`config.mk`:
```
export PLATFORM = sky130hd
export DESIGN_NAME = sha256_round_ctrl
export DESIGN_NICKNAME = d
export VERILOG_FILES = /design/src/rtl/sha256_ctrl_pkg.sv /design/src/rtl/sha256_round_counter.sv /design/src/rtl/sha256_round_ctrl.sv
export SDC_FILE = /design/constraint.sdc
export NUM_CORES = 1
export LEC_CHECK = 0
export ABC_AREA = 1
export BUFFER_PORTS_ARGS = -buffer_cell sky130_fd_sc_hd__clkbuf_2
export CAP_MARGIN = 40
export CELL_PAD_IN_SITES_DETAIL_PLACEMENT = 1
export CELL_PAD_IN_SITES_GLOBAL_PLACEMENT = 2
export CORE_MARGIN = 2
export CORE_UTILIZATION = 25
export DETAILED_ROUTE_END_ITERATION = 7
export GPL_TIMING_DRIVEN = 0
export PLACE_DENSITY_LB_ADDON = 0.2
export SLEW_MARGIN = 20
export SYNTH_ARGS = -nofsm -noshare
export SYNTH_HDL_FRONTEND = slang
export SYNTH_SLANG_ARGS = --single-unit
```
`constraint.sdc`:
```
create_clock -name clk -period 1.5 [get_ports clk]
set_clock_uncertainty 0.15 [all_clocks]
set_input_delay 0.15 -clock clk [delete_from_list [all_inputs] [get_ports clk]]
set_output_delay 0.15 -clock clk [all_outputs]
set_load 0.02 [all_outputs]
```
`src/rtl/sha256_ctrl_pkg.sv`:
```
// Shared constants for the SHA-256 sequencing controller: state encoding,
// round count and the initial hash value used by the digest accumulator.
package sha256_ctrl_pkg;

  localparam int NUM_ROUNDS_DEFAULT = 64;
  localparam logic [6:0] ITER_DONE = 7'd64;

  localparam logic [2:0] ST_IDLE   = 3'd0;
  localparam logic [2:0] ST_LOAD   = 3'd1;
  localparam logic [2:0] ST_ROUND  = 3'd2;
  localparam logic [2:0] ST_UPDATE = 3'd3;
  localparam logic [2:0] ST_DONE   = 3'd4;

  localparam logic [255:0] SHA256_IV = {
    32'h6a09e667, 32'hbb67ae85, 32'h3c6ef372, 32'ha54ff53a,
    32'h510e527f, 32'h9b05688c, 32'h1f83d9ab, 32'h5be0cd19
  };

endpackage

```
`src/rtl/sha256_round_counter.sv`:
```
// Round index counter: synchronous clear, enable, saturates at NUM_ROUNDS and
// flags the final compression round (NUM_ROUNDS-1).
module sha256_round_counter #(
  parameter int NUM_ROUNDS = 64,
  parameter int CNT_W      = 7
) (
  input  logic             clk,
  input  logic             i_rst_n,
  input  logic             i_clr,
  input  logic             i_en,
  output logic [CNT_W-1:0] o_cnt,
  output logic             o_last_round
);

  localparam logic [CNT_W-1:0] CNT_TERM = CNT_W'(NUM_ROUNDS - 1);
  localparam logic [CNT_W-1:0] CNT_MAX  = CNT_W'(NUM_ROUNDS);

  logic [CNT_W-1:0] r_cnt;

  always_ff @(posedge clk) begin
    if (!i_rst_n || i_clr) begin
      r_cnt <= '0;
    end else if (i_en && (r_cnt != CNT_MAX)) begin
      r_cnt <= r_cnt + 1'b1;
    end
  end

  assign o_cnt        = r_cnt;
  assign o_last_round = (r_cnt == CNT_TERM);

endmodule

```
`src/rtl/sha256_round_ctrl.sv`:
```
// SHA-256 block sequencing controller (IDLE/LOAD/ROUND/UPDATE/DONE).
// Optional synchronous abort input is compiled in with SHA_CTRL_ABORT_EN.
module sha256_round_ctrl
  import sha256_ctrl_pkg::*;
#(
  parameter int NUM_ROUNDS = NUM_ROUNDS_DEFAULT,
  parameter int CNT_W      = 7,
  parameter int BLK_CNT_W  = 16
) (
  input  logic                 clk,
  input  logic                 rst,
`ifdef SHA_CTRL_ABORT_EN
  input  logic                 abort,
`endif
  input  logic                 blk_valid,
  input  logic                 blk_first,
  input  logic                 blk_last,
  output logic                 blk_ready,
  output logic                 ws_load,
  output logic                 wv_load,
  output logic                 wv_init_sel,
  output logic                 h_init,
  output logic                 round_en,
  output logic [CNT_W-1:0]     counter_iteration,
  output logic                 h_update,
  output logic                 dig_valid,
  input  logic                 dig_ready,
  output logic                 busy,
  output logic [BLK_CNT_W-1:0] blk_count
);

  logic [2:0]           r_state;
  logic                 r_open;
  logic                 r_first;
  logic                 r_last;
  logic [BLK_CNT_W-1:0] r_blk_count;

  logic [2:0]           w_state_nxt;
  logic                 w_abort;
  logic                 w_accept;
  logic                 w_new_msg;
  logic                 w_last_round;

`ifdef SHA_CTRL_ABORT_EN
  assign w_abort = abort;
`else
  assign w_abort = 1'b0;
`endif

  assign w_accept  = (r_state == ST_IDLE) && blk_valid;
  // A block without an open message starts one implicitly, so H must be seeded.
  assign w_new_msg = blk_first || !r_open;

  always_comb begin
    w_state_nxt = r_state;
    case (r_state)
      ST_IDLE:   if (blk_valid)    w_state_nxt = ST_LOAD;
      ST_LOAD:                     w_state_nxt = ST_ROUND;
      ST_ROUND:  if (w_last_round) w_state_nxt = ST_UPDATE;
      ST_UPDATE:                   w_state_nxt = r_last ? ST_DONE : ST_IDLE;
      ST_DONE:   if (dig_ready)    w_state_nxt = ST_IDLE;
      default:                     w_state_nxt = ST_IDLE;
    endcase
    if (w_abort) w_state_nxt = ST_IDLE;
  end

  always_ff @(posedge clk) begin
    if (!rst) begin
      r_state     <= ST_IDLE;
      r_open      <= 1'b0;
      r_first     <= 1'b0;
      r_last      <= 1'b0;
      r_blk_count <= '0;
    end else begin
      r_state <= w_state_nxt;
      if (w_abort) begin
        r_open      <= 1'b0;
        r_blk_count <= '0;
      end else begin
        if (w_accept) begin
          r_first <= w_new_msg;
          r_last  <= blk_last;
          r_open  <= 1'b1;
          if (w_new_msg) r_blk_count <= '0;
        end
        if ((r_state == ST_UPDATE) && (r_blk_count != '1)) begin
          r_blk_count <= r_blk_count + 1'b1;
        end
        if ((r_state == ST_DONE) && dig_ready) r_open <= 1'b0;
      end
    end
  end

  // Counter returns to zero whenever the controller heads back to IDLE.
  sha256_round_counter #(
    .NUM_ROUNDS (NUM_ROUNDS),
    .CNT_W      (CNT_W)
  ) u_round_counter (
    .clk          (clk),
    .i_rst_n      (rst),
    .i_clr        (w_state_nxt == ST_IDLE),
    .i_en         (r_state == ST_ROUND),
    .o_cnt        (counter_iteration),
    .o_last_round (w_last_round)
  );

  assign blk_ready   = (r_state == ST_IDLE);
  assign ws_load     = (r_state == ST_LOAD);
  assign wv_load     = (r_state == ST_LOAD);
  assign wv_init_sel = (r_state == ST_LOAD) && r_first;
  assign h_init      = (r_state == ST_LOAD) && r_first;
  assign round_en    = (r_state == ST_ROUND);
  assign h_update    = (r_state == ST_UPDATE) && !w_abort;
  assign dig_valid   = (r_state == ST_DONE);
  assign busy        = (r_state != ST_IDLE);
  assign blk_count   = r_blk_count;

endmodule

```
==> impl_metrics.ini, run 1 <==
[run_status]
status = finished, violations left
violations = negative setup slack

[clock_tree]
insertion_delay_ns = 0.28
numCtsBuffers = 5
h-tree-depth = 2
clk_pin_slew_ns = 0.07
cts_tree = built
cts_root_buffer = clkbuf_8
clock-sinks = 29
clk_path_buf_depth = 2

[worst_setup_path]
critPathKind = flip-flop to flip-flop
end_kind = flip-flop
crit_family = simple AND/OR/NAND/NOR gates
crit_chain = nand2_1, nor2_4, nand2_2, o21ai_4, buf_6, nand3_1, a21oi_1
required_ns = 1.55
worst-path-buf-inv = 1
critPathMaxStageDelay_ns = 0.38
path_max_fanout = 7
crit_slowest_cell = dfxtp_4
arrival_ns = 1.67
startpoint_type = flip-flop

[global_route]
grt_max_degree = 11
grt_pass1_wl_um = 8340
track_usage = 0.145
first_global_vias = 1774
grt.overflow.total = 0
antenna_found_initial = 0

[timing]
setup_viol = 16
slew_viol_final = 0
max_slew_margin = 0.608
setup_ws_ns = -0.112
worst_pin_slew_ns = 0.587
min_period_ns = 1.61
fmax_ghz = 0.620
rsz0062_at_grt = yes
hold_violations = 0
setup_tns_ns = -1.28
finalCritPeriodShare = 1.07

[job]
cap_violations = 0

[power_and_ir_drop]
pwr-share-seq = 0.432
p_int_mw = 1.34
p_comb_frac = 0.126
vdd_drop_max_mv = 0.328
switching_share = 0.258
p_per_area_nw_per_um2 = 728
power_frac_clock = 0.442
power.leakage_nw = 1.03
p_switching_uw = 467

[detailed_routing]
routed_wl_um = 5350
vias = 1807
dr.first_iter.drc_count = 33
wl_per_cell_um = 13.7
firstDrtPassIters = 4
vias_per_cell = 4.62
route.detailed.drc = 0
antenna_left = 0

[placed_design]
placed_cell_area_sq_um = 2000
place_ws_ns = -0.340
gp_congestion = 0.744
port_buffers = 37
place_inst = 364
hpwlAfterDp_um = 3720

[layout]
final_area_sq_um = 2490
nNetsFinal = 322
postLayoutCoreUtil = 0.389
area_growth_pct = 49.6
fin_cells = 391
drive_above_1_share = 0.427
antennaDiodeCount = 0

[synthesis]
syn_avg_cell_area_sq_um = 6.65
yosysSeqAreaShare = 0.349
ys_types = 27
synthCells = 250
ys_ff_latch = 29
synth.cell_area_sq_um = 1660
synth_nets = 259
ys_warn_count = 0

[floorplan]
pin_count = 38
die_y_um = 85.5
die_x_um = 85.5
initial_utilization = 0.260
std_cell_rows = 29
die_area_sq_um = 7310
coreArea_sq_um = 6390

[min_path]
hp-class = input port to flip-flop
==> power by group through the flow <==
stage | clock network [mW] | logic (mW) | registers, mW
global route | 0.860 | 0.251 | 0.783
detailed placement | 0 | 0.173 | 0.807
global placement | 0 | 0.173 | 0.808
floorplan | 0 | 0.109 | 0.807
CTS | 0.827 | 0.196 | 0.791
finish | 0.800 | 0.228 | 0.782
==> cells by family (layout without fill, tap and decap cells) <==
group / count (synthesis) / after routing / synth area share
AO/OA/AOI/OAI: 38 / 38 / 0.135
XOR/XNOR: 9 / 9 / 0.0474
adder cells (fa/ha/maj): 3 / 3 / 0.0226
buffers and inverters: 40 / 104 / 0.102
flip-flops: 29 / 29 / 0.349
AND/OR/NAND/NOR: 131 / 131 / 0.344
==> cell type report <==
class | instances | area [sq um]
buffer | 6 | 52.6
inverter | 33 | 129
multi-input combinational | 181 | 1110
tap | 77 | 96.3
fill | 794 | 3900
clock buffer | 6 | 72.6
timing repair buffer | 57 | 357
clock inverter | 2 | 33.8
sequential | 29 | 631
==> cell usage in the layout (no fill, tap or decap) <==
cell,count
inv_4,2
dlygate4sd3_1,2
clkbuf_8,5
o21ai_1,2
nand3_4,1
ha_4,1
o21bai_1,1
nand3b_1,1
xor2_1,6
o211ai_4,1
a21oi_2,6
buf_4,19
nand3_2,12
nor3_4,1
nor2_4,6
clkinv_1,2
xnor2_1,3
bufinv_16,1
nor2_1,17
nand3_1,21
buf_6,6
ha_2,2
clkbuf_1,2
dfxtp_2,10
nor2_2,3
dfxtp_1,9
clkbuf_2,35
inv_1,26
dfxtp_4,10
nand2_1,58
inv_2,4
o21ai_4,2
nand2_2,3
nand2_4,4
a221oi_1,1
a21oi_1,21
o21ai_0,4
nand4_1,4
==> routing by layer <==
| metal | global-route usage | routed length [um] | vias up |
|---|---|---|---|
| li1 | - | - | 930 |
| met1 | 0.180 | 2460 | 844 |
| met2 | 0.250 | 2640 | 26 |
| met3 | 0.0327 | 185 | 7 |
| met4 | 0.0462 | 61 | 0 |
| met5 | 0 | 0 | - |
==> final timing paths <==
check                startpoint             to  slack (ns)  depth (start not counted)
setup / recovery  blk_count[11]  blk_count[13]       -0.11                          7
hold / removal        blk_valid     r_state[0]        0.06                          3
setup reg to reg  blk_count[11]  blk_count[13]       -0.11                          7
hold reg to reg          r_last         r_last        0.31                          2
==> sequential cells by signal, summed over array words and instances, names as in the netlist <==
signal,count
r_state,3
r_last,1
u_round_counter.o_cnt,7
blk_count,16
r_open,1
r_first,1
==> through the flow <==
| step | total power [mW] | hold slack (ns) |
|---|---|---|
| finish | 1.81 | 0.0611 |
| global route | 1.89 | 0.0820 |
| CTS | 1.81 | 0.0567 |
| detailed placement | 0.980 | 0.230 |
| global placement | 0.981 | 0.228 |
| floorplan | 0.916 | 0.0976 |
==> cell usage after synthesis, drive strengths merged <==
library cell   n  area (sq um)
dfxtp         29           581
nand3b         1          7.51
nor2          26           113
o21bai         1          7.51
o211ai         1          21.3
a21oi         27           135
nand3         34           170
a221oi         1          8.76
nor3           1          5.00
ha             3          37.5
xor2           6          52.6
xnor2          3          26.3
o21ai          8          51.3
nand2         65           251
nand4          4          25.0
inv           32           120
clkbuf         1          3.75
clkinv         1          3.75
buf            6          41.3
==> worst reg2reg max path, delay by kind of cell, from the launching register on <==
kind / cells / cell delay (ns)
AO/OA/AOI/OAI: 2 / 0.39
flip-flops: 1 / 0.38
buffers and inverters: 1 / 0.17
AND/OR/NAND/NOR: 4 / 0.45
==> timing repair <==
item	CTS	global route
cloned	1	0
buffers inserted	10	7
gates resized for setup	28	44
hold buffers	2	0
endpoints found under the hold margin	2	0
pin swaps	11	13
setup endpoints to repair	28	28
(Power assumes the default switching activity.)
==> run 2: changes to the inputs <==
--- a/config.mk
+++ b/config.mk
@@ -5,16 +5,18 @@
 export SDC_FILE = /design/constraint.sdc
 export NUM_CORES = 1
 export LEC_CHECK = 0
-export ABC_AREA = 1
+export ABC_AREA = 0
+export ABC_CLOCK_PERIOD_IN_PS = 1500
 export BUFFER_PORTS_ARGS = -buffer_cell sky130_fd_sc_hd__clkbuf_2
 export CAP_MARGIN = 40
 export CELL_PAD_IN_SITES_DETAIL_PLACEMENT = 1
 export CELL_PAD_IN_SITES_GLOBAL_PLACEMENT = 2
 export CORE_MARGIN = 2
-export CORE_UTILIZATION = 25
+export CORE_UTILIZATION = 28
 export DETAILED_ROUTE_END_ITERATION = 7
 export GPL_TIMING_DRIVEN = 0
 export PLACE_DENSITY_LB_ADDON = 0.2
+export SKIP_LAST_GASP = 1
 export SLEW_MARGIN = 20
 export SYNTH_ARGS = -nofsm -noshare
 export SYNTH_HDL_FRONTEND = slang
==> run 2 against run 1 <==
- the flow still finishes with violations (negative setup slack)
- flip-flop and latch count unchanged
- die area is 15% lower
- final area is 4.9% higher
- critical path depth unchanged
- power down 4.4%
- global-route usage grew 1.8 points
- first-iteration DRC count down 42%
- non-clock buffer count increased by 21
- synthesized cell count decreased by 27%
- area after synthesis fell by 5.6%
- sequential share of layout area down 1.2 points
- combinational power is 40% higher
- largest cell class unchanged
==> impl_metrics.ini, run 2 <==
[run_status]
status = finished, violations left
violations = negative setup slack

[worst_setup_path]
worstSetupStartpoint = blk_count[1]
critical_path.endpoint = blk_count[15]
critPathKind = flip-flop to flip-flop
end_kind = flip-flop
path_max_fanout = 9
worstRegToRegCells = 7
startpoint_type = flip-flop
required_ns = 1.52
r2r_start = blk_count[1]
rrSetupSlack_ns = -0.30
arrival_ns = 1.82
rr_endpoint = blk_count[15]

[floorplan]
pin_count = 38
std_cell_rows = 27
coreArea_sq_um = 5470
die_x_um = 78.9
die_y_um = 78.9
initial_utilization = 0.287
die_area_sq_um = 6220

[layout]
largest_reg_flops = 16
postLayoutCoreUtil = 0.477
fillers = 640
area_growth_pct = 66.3
final_cell_mix = 28 x clkbuf_2, 23 x buf_6, 23 x buf_4
nNetsFinal = 273
drive_above_1_share = 0.551
mostFrequentLayoutCell = clkbuf_2
antennaDiodeCount = 0

[placed_design]
port_buffers = 37
hpwlAfterDp_um = 3250
gp_congestion = 0.757

[synthesis]
ys_warn_count = 0
synth_top_cell_by_area = dfxtp_1
synth.most_common_cell = dfxtp_1
synthCells = 182
synth.cell_area_sq_um = 1570
ys_ff_latch = 29
yosysSeqAreaShare = 0.370
synth-edff-count = 0
ys_async_sr_fraction = 0
syn_avg_cell_area_sq_um = 8.62
synth_top_area_frac = 0.370
ys_types = 50
synthFlopType = dfxtp_1
synth_area_leaders = dfxtp_1 37%, nor2_1 4.8%, o21ai_1 3.8%, o41ai_4 3.5%, nand2_1 3.3%
yosys-top-cells-count = 29 x dfxtp_1, 20 x nor2_1, 14 x nand2_1
synth_nets = 191

[power_and_ir_drop]
power.leakage_nw = 1.04
power_mw = 1.73
p_per_area_nw_per_um2 = 663
vdd_drop_max_mv = 0.383

[detailed_routing]
route.detailed.drc = 0
vias_per_cell = 4.88
dr.first_iter.drc_count = 19
routed_wl_um = 4950
vias = 1643
firstDrtPassIters = 3
antenna_left = 0
wl_per_cell_um = 14.7

[timing]
setup_viol = 33
max_slew_margin = 0.716
slew_viol_final = 0
worst_pin_slew_ns = 0.426
min_period_ns = 1.80
hold_violations = 0
finalCritPeriodShare = 1.20
setup_ws_ns = -0.303
fmax_ghz = 0.554
rsz0062_at_grt = yes

[global_route]
grt_pass1_wl_um = 8040
use_met1 = 0.195
grt_use_met2 = 0.291
grt_max_degree = 11
grt_util_met3 = 0.0352
grt.overflow.total = 0
track_usage = 0.163
antenna_found_initial = 0
first_global_vias = 1660
grt_busiest_layer = met2

[clock_tree]
cts_root_buffer = clkbuf_8
cts_tree = built
clk_pin_slew_ns = 0.07
clk_path_buf_depth = 2
insertion_delay_ns = 0.28
numCtsBuffers = 5
h-tree-depth = 2
clock-sinks = 29

[min_path]
hp-class = input port to flip-flop

[job]
cap_violations = 0
## run 2: report_power, final
part	internal (mW)	leakage, nW	switching (mW)
clock network	0.325	0.0422	0.307
logic	0.168	0.754	0.151
registers	0.769	0.248	0.0104
total	1.26	1.04	0.468
## run 2: cells by family after synthesis
family / after synthesis / share of synthesized area
XOR/XNOR: 6 / 0.0335
multiplexers: 2 / 0.0128
AO/OA/AOI/OAI: 47 / 0.221
flip-flops: 29 / 0.370
adder cells (fa/ha/maj): 3 / 0.0239
AND/OR/NAND/NOR: 75 / 0.276
buffers and inverters: 20 / 0.0630
## run 2: critical path, cell delays in order, from the launching register on
cell     delay (ns)
dfxtp_4        0.37
ha_4           0.14
nand3_4        0.12
o41ai_4        0.39
and3_1         0.22
buf_6          0.15
o21ai_1        0.08
o41ai_1        0.06
## run 2: repair_timing
item,4_1_cts,5_1_grt
hold buffers,1,0
gates resized for setup,35,40
gates cloned,2,0
pin swaps,22,21
endpoints found under the hold margin,1,0
endpoints found under the setup margin,33,35
setup buffers,30,8
## run 2: cell type report
cell class                      count  area, sq um  area share
Clock buffer                        7         76.3      0.0293
Clock inverter                      1         5.00     0.00192
Sequential cell                    29          629       0.241
Multi-Input combinational cell    133         1060       0.405
Inverter                           11         41.3      0.0158
Timing Repair Buffer               75          613       0.235
Tap cell                           72         90.1      0.0345
Buffer                              9         97.6      0.0374
## run 2: how the worst min path moves through the flow
stage	startpoint	endpoint	slack [ns]	cells after the start
finish	dig_ready	r_open	0.06	3
CTS	dig_ready	r_open	0.04	3
global placement	blk_last	r_last	0.26	3
global route	dig_ready	r_open	0.08	3
floorplan	rst	blk_count[7]	0.14	2
detailed placement	blk_last	r_last	0.29	3
## run 2: routing by layer
| layer | share of wire | vias up |
|---|---|---|
| li1 | - | 822 |
| met1 | 0.44 | 793 |
| met2 | 0.52 | 23 |
| met3 | 0.030 | 5 |
| met4 | 0.010 | 0 |
| met5 | 0 | - |
## run 2: per-stage QoR
stage | cell area (sq um) | setup slack [ns] | instances | hold slack, ns | TNS [ns]
floorplan | 1730 | -0.340 | 182 | 0.142 | -4.60
global placement | 2010 | -0.536 | 291 | 0.259 | -7.12
detailed placement | 2010 | -0.560 | 291 | 0.289 | -7.61
CTS | 2480 | -0.281 | 332 | 0.0449 | -5.49
global route | 2610 | -0.385 | 337 | 0.0825 | -8.25
finish | 2610 | -0.303 | 337 | 0.0557 | -5.61
==> run 3: changes to the inputs <==
--- a/config.mk
+++ b/config.mk
@@ -16,6 +16,7 @@
 export DETAILED_ROUTE_END_ITERATION = 7
 export GPL_TIMING_DRIVEN = 0
 export PLACE_DENSITY_LB_ADDON = 0.2
+export SETUP_SLACK_MARGIN = 0.3
 export SKIP_LAST_GASP = 1
 export SLEW_MARGIN = 20
 export SYNTH_ARGS = -nofsm -noshare
==> run 3 against run 2 <==
- the flow still finishes with violations (negative setup slack)
- die area stayed put
- non-clock buffer count is 18 higher
- cell count is 5.3% higher
- global-route usage is 0.91 points higher
- routed wire length is 14% higher
- clock power is 17% higher
- final area is 10% higher
- largest power group unchanged
==> impl_metrics.ini, run 3 (synthesis results as in run 2) <==
[run_status]
status = finished, violations left
violations = negative setup slack

[global_route]
grt_pass1_wl_um = 8380
grt_max_degree = 11
first_global_vias = 1731
track_usage = 0.172
grt.overflow.total = 0
antenna_found_initial = 0

[floorplan]
die_y_um = 78.9
die_x_um = 78.9
die_area_sq_um = 6220
initial_utilization = 0.287
pin_count = 38
std_cell_rows = 27
coreArea_sq_um = 5470

[timing]
slew_viol_final = 0
rsz0062_at_grt = yes
finalCritPeriodShare = 1.21
setup_ws_ns = -0.316
max_slew_margin = 0.681
timing.hold.ws_ns = 0.0321
min_period_ns = 1.82
hold_violations = 0
worst_pin_slew_ns = 0.479
setup_viol = 35
fmax_ghz = 0.551

[worst_setup_path]
startpoint_type = flip-flop
critPathKind = flip-flop to flip-flop
required_ns = 1.53
arrival_ns = 1.85
path_max_fanout = 4
crit_chain = ha_4, nand3_4, o41ai_4, and3_4, clkbuf_16, o21ai_2, o41ai_1
crit_slowest_cell = o41ai_4
critPathMaxStageDelay_ns = 0.42
end_kind = flip-flop

[detailed_routing]
vias_per_cell = 4.98
dr.first_iter.drc_count = 35
routed_wl_um = 5670
vias = 1769
firstDrtPassIters = 4
antenna_left = 0
route.detailed.drc = 0
wl_per_cell_um = 16.0

[min_path]
hp-class = input port to flip-flop

[power_and_ir_drop]
power.leakage_nw = 1.18
power_mw = 1.88
vdd_drop_max_mv = 0.308
p_per_area_nw_per_um2 = 655

[layout]
drive_above_1_share = 0.643
area_growth_pct = 83.1
largest_reg_flops = 16
multi_input_area_sq_um = 1120
register_area_sq_um = 638
nNetsFinal = 291
final_cell_mix = 40 x buf_4, 23 x clkbuf_2, 22 x buf_6
mostFrequentLayoutCell = buf_4
fillers = 626
antennaDiodeCount = 0
postLayoutCoreUtil = 0.525

[clock_tree]
numCtsBuffers = 5
clk_path_buf_depth = 2
clk_pin_slew_ns = 0.07
clock-sinks = 29
cts_tree = built
insertion_delay_ns = 0.29
h-tree-depth = 2
cts_root_buffer = clkbuf_8

[placed_design]
hpwlAfterDp_um = 3290
port_buffers = 37
gp_congestion = 0.767

[job]
cap_violations = 0
run 3: worst max-delay path: cells and delay by family, from the launching register on:
family / cells / cell delay [ns]
buffers and inverters: 1 / 0.15
flip-flops: 1 / 0.36
adder cells (fa/ha/maj): 1 / 0.15
AND/OR/NAND/NOR: 2 / 0.38
AO/OA/AOI/OAI: 3 / 0.52
run 3: metrics by stage:
stage / worst slack [ns] / setup TNS (ns) / cells / cell area (sq um)
2_1_floorplan: -0.340 / -4.41 / 182 / 1730
3_3_place_gp: -0.567 / -7.64 / 291 / 2000
3_5_place_dp: -0.620 / -7.96 / 291 / 2000
5_1_grt: -0.377 / -10.25 / 355 / 2870
4_1_cts: -0.277 / -6.73 / 336 / 2580
6_report: -0.316 / -7.57 / 355 / 2870
run 3: worst paths after layout:
check                                      to  slack, ns  cells after the start     startpoint
worst max register to register   blk_count[6]      -0.32                      7   blk_count[1]
worst max-delay path             blk_count[6]      -0.32                      7   blk_count[1]
worst min register to register  blk_count[13]       0.30                      1  blk_count[13]
worst min-delay path                   r_open       0.03                      3      dig_ready
run 3: cell type report:
class	count	area share
clock buffers	7	0.0335
inverters	11	0.0152
well taps	72	0.0314
plain buffers	9	0.0353
repair buffers	93	0.272
multi-input cells	133	0.389
flip-flops and latches	29	0.222
clock inverters	1	0.00174
run 3: metal layers:
metal,GRT usage,wire [um],vias up
li1,-,-,862
met1,0.205,2360,857
met2,0.309,3020,40
met3,0.0375,198,10
met4,0.0517,95,0
met5,0,0,-
run 3: repair_timing:
action	CTS	global route
endpoints found under the hold margin	1	0
gates resized for setup	47	48
pin swaps	23	21
hold buffers	1	0
setup buffers	36	18
endpoints found under the setup margin	40	49
gates cloned	0	1
run 3: report_power, final:
part	switching, mW	internal, mW
clock	0.326	0.415
combinational	0.167	0.196
sequential	0.0100	0.766
total	0.504	1.38
